==> config.mk <==
export PLATFORM = sky130hd
export DESIGN_NAME = afifo_wr_front
export DESIGN_NICKNAME = d
export VERILOG_FILES = /design/src/rtl/afifo_wr_front.sv
export SDC_FILE = /design/constraint.sdc
export NUM_CORES = 1
export LEC_CHECK = 0
export CAP_MARGIN = 20
export CORE_UTILIZATION = 30
export CTS_CLUSTER_DIAMETER = 120
export CTS_CLUSTER_SIZE = 25
export DETAILED_ROUTE_END_ITERATION = 12
export PLACE_DENSITY = 0.57
export SLEW_MARGIN = 30
export SYNTH_ARGS = -nofsm -noshare
export SYNTH_HDL_FRONTEND = slang
export SYNTH_SLANG_ARGS = --single-unit
==> constraint.sdc <==
create_clock -name wclk -period 2.6 [get_ports wclk]
set_clock_uncertainty 0.1 [all_clocks]
set_input_delay 0.52 -clock wclk [delete_from_list [all_inputs] [get_ports wclk]]
set_output_delay 0.52 -clock wclk [all_outputs]
set_load 0.02 [all_outputs]
==> src/rtl/afifo_wr_front.sv <==
// Async FIFO write-side front end: 2-entry skid buffer feeding winc/wdata, plus registered fill level.
// Accepted words reach wdata one edge later; s_ready drops when both entries are held and wfull stalls the write.
module afifo_wr_front #(
  parameter int DWIDTH   = 8,
  parameter int PWIDTH   = 4,
  parameter int AFULL_TH = 6
) (
  input  logic              wclk,
  input  logic              wrst_n,
  input  logic              s_valid,
  input  logic [DWIDTH-1:0] s_data,
  output logic              s_ready,
  input  logic              wfull,
  input  logic [PWIDTH-1:0] wptr,
  input  logic [PWIDTH-1:0] wq2_rptr,
  output logic              winc,
  output logic [DWIDTH-1:0] wdata,
  output logic [PWIDTH-1:0] wlevel,
  output logic              walmost_full,
  output logic              busy
);

  typedef enum logic [1:0] {
    EMPTY = 2'd0,
    ONE   = 2'd1,
    TWO   = 2'd2
  } state_t;

  localparam logic [PWIDTH-1:0] AFULL_LV = PWIDTH'(AFULL_TH);

  state_t            state, state_nxt;
  logic [DWIDTH-1:0] main_dat, main_nxt;
  logic [DWIDTH-1:0] skid_dat, skid_nxt;
  logic              main_valid;
  logic              accept;
  logic              drain;
  logic [PWIDTH-1:0] wbin, rbin, level;

  function automatic logic [PWIDTH-1:0] gray2bin(input logic [PWIDTH-1:0] g);
    logic [PWIDTH-1:0] b;
    for (int i = 0; i < PWIDTH; i++) begin
      b[i] = ^(g >> i);
    end
    return b;
  endfunction

  assign main_valid = (state != EMPTY);
  assign winc       = main_valid & ~wfull;
  assign drain      = winc;
  assign accept     = s_valid & s_ready;
  assign wdata      = main_dat;
  assign busy       = main_valid;

  always_comb begin
    state_nxt = state;
    main_nxt  = main_dat;
    skid_nxt  = skid_dat;
    case (state)
      EMPTY: begin
        if (accept) begin
          state_nxt = ONE;
          main_nxt  = s_data;
        end
      end
      ONE: begin
        if (accept && drain) begin
          main_nxt = s_data;
        end else if (accept) begin
          state_nxt = TWO;
          skid_nxt  = s_data;
        end else if (drain) begin
          state_nxt = EMPTY;
        end
      end
      TWO: begin
        // s_ready is low here, so only a drain can move the state
        if (drain) begin
          state_nxt = ONE;
          main_nxt  = skid_dat;
        end
      end
      default: state_nxt = EMPTY;
    endcase
  end

  always_ff @(posedge wclk or negedge wrst_n) begin
    if (!wrst_n) begin
      state    <= EMPTY;
      main_dat <= '0;
      skid_dat <= '0;
      s_ready  <= 1'b0;
    end else begin
      state    <= state_nxt;
      main_dat <= main_nxt;
      skid_dat <= skid_nxt;
      s_ready  <= (state_nxt != TWO);
    end
  end

  // Modular subtraction absorbs pointer wrap; sync lag on rptr makes this pessimistic
  assign wbin  = gray2bin(wptr);
  assign rbin  = gray2bin(wq2_rptr);
  assign level = wbin - rbin;

  always_ff @(posedge wclk or negedge wrst_n) begin
    if (!wrst_n) begin
      wlevel       <= '0;
      walmost_full <= 1'b0;
    end else begin
      wlevel       <= level;
      walmost_full <= (level >= AFULL_LV);
    end
  end

endmodule

Yosys cells after proc, flatten, opt, wreduce, memory -nomap -nowiden
Cells that the tools add are included.

Bits in registers: 24. Input port bits: 20. Output and inout port bits: 16. Logic and storage cells: 42.

Add/subtract/negate cells: 1. Magnitude comparators: 1. Equality and inequality tests: 6. Muxes and demuxes: 10. Bitwise gates (word level): 4. Reduce and logical (&&, ||, !) cells: 14.

Operator list (number): $reduce_xor 4->1 (8); $mux 8 (3); $pmux 8 s3 (1); $mux 2 (5); $ne 2x2->1 const B (4); $pmux 2 s3 (1); $ge 4x3->1 const B (1); $reduce_and 4->1 (1); $sub 4x4->4 (1); $reduce_and 3->1 (1); $reduce_bool 3->1 (1); $and 1x1->1 (2); $eq 2x1->1 const B (1); $eq 2x2->1 const B (1); $logic_not 2->1 (1); $not 1->1 (2); $reduce_bool 2->1 (1); $logic_and 1x1->1 (1).

Logic depth before layout (Yosys ltp)
Depth after elaboration: 7. Gate-level depth with buffers: 10. Mapped depth without buffers: 9.

Worst setup path before layout
Ideal clock, no wire load.

Path kind: input port to flip-flop. Start: input wq2_rptr[2]. End: register walmost_full. Library setup time: 0.138 ns. Data arrival time: 2.429 ns. Data required time: 2.362 ns. Setup slack: -0.067 ns. Cell stages on the path: 10. Path buffers: 1. Path through: clkbuf_1 > xor2_1 > xnor2_1 > xnor2_1 > ha_1 > inv_1 > fa_1 > xnor3_1 > nand2_1 > nand3_1.

Longest elaborated chain between the ends: 3. Elaborated cells on any way between the ends: 5. Those cells by class: 1 x add/sub; 1 x order compare; 3 x reduce/logical.

RTL lines: start, declared (RTL line 15) `input logic [PWIDTH-1:0] wq2_rptr,`; $reduce_xor 4->1 (RTL line 42) `b[i] = ^(g >> i);`; $sub 4x4->4 * (RTL line 103) `assign level = wbin - rbin;`; via level[2] (RTL line 37) `logic [PWIDTH-1:0] wbin, rbin, level;`; $ge 4x3->1 * (RTL line 111) `walmost_full <= (level >= AFULL_LV);`; end signal, assigned (RTL line 111); end, declared (RTL line 19) `output logic walmost_full,`.

Mark *: on every way through the listed nets, which the timed path passes. The rest lies on a longest branch. A chain may end at the register's enable or synchronous reset.

Worst setup path after layout
Start: input wptr[2]. End: register wlevel[3].

Longest elaborated chain between the ends: 2. Elaborated cells on any way between the ends: 4. Those cells by class: 1 x add/sub; 3 x reduce/logical.

RTL lines: start, declared (RTL line 14) `input logic [PWIDTH-1:0] wptr,`; $reduce_xor 4->1 (RTL line 42); $sub 4x4->4 * (RTL line 103); via level[3] (RTL line 37); end signal, assigned (RTL line 110) `wlevel <= level;`; end, declared (RTL line 18) `output logic [PWIDTH-1:0] wlevel,`.

Marks and branches as above.

==> summary.txt <==
Clocking
  – TritonCTS Buffers: 3
  – Htree depth: 1
  – Clk sinks: 24
  – Root buffer cell: clkbuf_8
  – Clock latency on the worst-skew pair: 260 ps
  – Clk pin slew, worst setup/hold paths: 80 ps
  – Clock Tree Buf Depth: 2
  – TritonCTS clock tree: built
  – Hold_buf cts: 0

Timing
  – Pins Over Slew Limit: 0
  – Final worst slack: 126 ps
  – Slew headroom: 54.1%
  – Final Hold Fails: 0
  – RSZ-0062 raised after global routing: no
  – Fin crit share: 95.1%
  – Worst Max-Slew Pin Slew: roughly 690 ps
  – Final setup viols: 0
  – Min cycle time layout: about 2500 ps
  – F_max: 404 MHz

Placement
  – DPL Wire Length: 2.04 mm
  – DP Worst Slack: -458 ps
  – Placed inst area: 1770 sq um
  – Gpl congestion: about 0.73
  – # port buffers: 35
  – Placed instance count: 206

Floorplan
  – Die H: 66.4 microns
  – Die Wd: 66.4 microns
  – Initial Utilization: 31.1%
  – Num ports: 36
  – Row count: 23
  – Core area: 4000 sq um
  – Die area: 4400 sq um

Power
  – Peak supply drop: 0.368 mV
  – Clk pwr share: 14.6%
  – P_leak: 0.769 nW
  – Seq pwr share: 37.0%
  – Logic pwr share: between 40 and 50%
  – Psw: slightly below 0.6 mW
  – Power Density: 923 nW/um^2
  – Int Power: 1.12 mW
  – Power, Total: 1.71 mW
  – Switching share of power: 34.7%

Worst hold path
  – Hold Path Stages: 1
  – HP Start: skid_dat[4]
  – HP Class: flop to flop

Synth
  – Synthesized area: 1240 sq um
  – Primary FF master, synth: dfrtp_1
  – Count leader, synth: dfrtp_1
  – Gate Count Post-Synth: 109
  – Commonest cells in the synthesized netlist: dfrtp_1, nor2_1, a21oi_1, mux2_2, mux2i_1
  – Synth top area cells: dfrtp_1, mux2_2, mux2i_1
  – Register area share after synthesis: 48.3%
  – Synth async-reset ratio: 100%
  – Synthesized area per cell: 11.4 sq um
  – Top cell type's share of synthesized area: 48.3%
  – Yosys warning count: 0
  – Synth unique cells: 34
  – Post-synth net total: about 130
  – Cell accounting for the most synthesized area: dfrtp_1
  – Synthesized flop and latch total: 24
  – Post-synth EDFFs: 0

Worst setup path
  – Slowest Stage Delay on Critical Path: 480 ps
  – FF-to-FF path depth: 4
  – Critical Path Sink Type: flop
  – Buffers and inverters on the worst path: 2
  – Critical path type: primary input to flop
  – CP max-delay cell: or4_1
  – Cell family with most CP delay: simple AND/OR/NAND/NOR gates
  – Crit-path max FO: 3
  – Data arrival, critical path: 2570 ps
  – CP startpoint: wptr[2]
  – R2r startpoint: state[1]
  – Stages on worst setup path: 9
  – Cells along the critical path: dlygate4sd2_1, xor2_2, xor2_1, buf_4, ha_1, nor2b_1, or4_1, and4_1, nand2_1
  – Startpoint types: primary input
  – CP required: around 2700 ps

Global route
  – Vias in the first global route: about 1000
  – Initial antenna violation count: 0
  – GR Overflow Total: 0
  – Total Routing Usage GR: 13.8%
  – Largest net degree at the start of global routing: 25
  – First-pass GRT wire length: 4.51 mm

Routing
  – DRC Markers: 0
  – Via-to-Cell Ratio: 4.65
  – Routed len/inst: 12.6 microns
  – Detailed Route WL: about 2.7 mm
  – Drt pass-1 iters: 4
  – Post-route ant nets: 0
  – Total number of vias: 982
  – Detailed Route Iter0 Violations: 20

Cells and area
  – Fill cell count: between 300 and 400
  – Design area: 1850 sq um
  – Nets: 185
  – Register Area: 601 sq um
  – Layout area overhead: 48.9%
  – Layout cells sized above 1: 25.5%
  – Non-filler cells, final: 211
  – Multi-input gate area: 641 sq um
  – ANT cells: 0

Run status
  – Status: completed

Flow run
  – Max-Cap Viols: 0
## state kept, by name, indices dropped and copies added, names as in the netlist
register	count
skid_dat	8
wdata	8
wlevel	4
state	2
s_ready	1
walmost_full	1
## stage by stage
| stage | utilization [%] | TNS [ps] | hold slack [ps] |
|---|---|---|---|
| floorplan | - | 0 | 124 |
| global placement | 44.0 | -936 | 389 |
| detailed placement | 44.3 | -1300 | 401 |
| CTS | 46.3 | 0 | 421 |
| global route | 46.3 | 0 | 428 |
| finish | 46.3 | 0 | 417 |
## timing repair
action | 4_1_cts | 5_1_grt
resized for setup | 9 | 0
buffers inserted | 1 | 0
endpoints found under the setup margin | 2 | 0
## metal layers
layer  vias to the layer above  wire, microns  global-route usage [%]
met5                         -              0                       0
met1                       464           1130                    16.2
met3                         6            143                    3.45
met2                        28           1340                    23.6
li1                        484              -                       -
met4                         0             55                    6.12
## cell type report
type                    instances  share of cell area [%]
well taps                      50                    3.38
inverters                       5                    1.01
flip-flops and latches         24                    32.5
repair buffers                 52                    25.6
multi-input cells              76                    34.6
clock buffers                   4                    2.97
## power groups by stage
stage | Clock (mW) | Combinational [mW] | Sequential, mW
after global placement | 0 | 0.806 | 0.635
after CTS | 0.260 | 0.838 | 0.636
final | 0.249 | 0.827 | 0.632
after global routing | 0.277 | 0.906 | 0.658
after detailed placement | 0 | 0.833 | 0.643
after floorplan | 0 | 0.345 | 0.750
## worst reg2reg max path, stage by stage, from the launching register on
cell	delay, ps
dfrtp_1	540
nor2b_1	330
buf_4	240
mux2i_1	200
a21oi_1	80
## kinds of logic after synthesis
family,count (synthesis),share of synthesized area (%)
simple gates,33,15.2
fa+ha+maj,3,3.63
compound gates,16,8.36
buf+inv,9,3.83
xor+xnor,7,6.04
mux,17,14.6
flops,24,48.3
## path summary, 6_finish.rpt
| check | end | slack, ps |
|---|---|---|
| min | skid_dat[4] | 420 |
| max in group asynchronous | state[0] | 1640 |
| max | wlevel[3] | 130 |
| min reg2reg | skid_dat[4] | 420 |
| min in group asynchronous | walmost_full | 520 |
| max reg2reg | wdata[5] | 960 |
## placed cells by master, fill, tap and decap left out, types with 2 or more instances in the layout
master,instances
mux2i_1,8
clkdlybuf4s50_1,31
nor2b_1,3
and4_1,2
a21oi_1,9
nand3_1,3
xnor2_1,2
dfrtp_1,24
dlygate4sd2_1,4
mux2_2,9
nand2_1,4
clkbuf_8,4
nor2_1,10
nor3_1,2
a21oi_2,2
xor2_2,2
inv_1,5
buf_4,17
(Power assumes the default switching activity.)
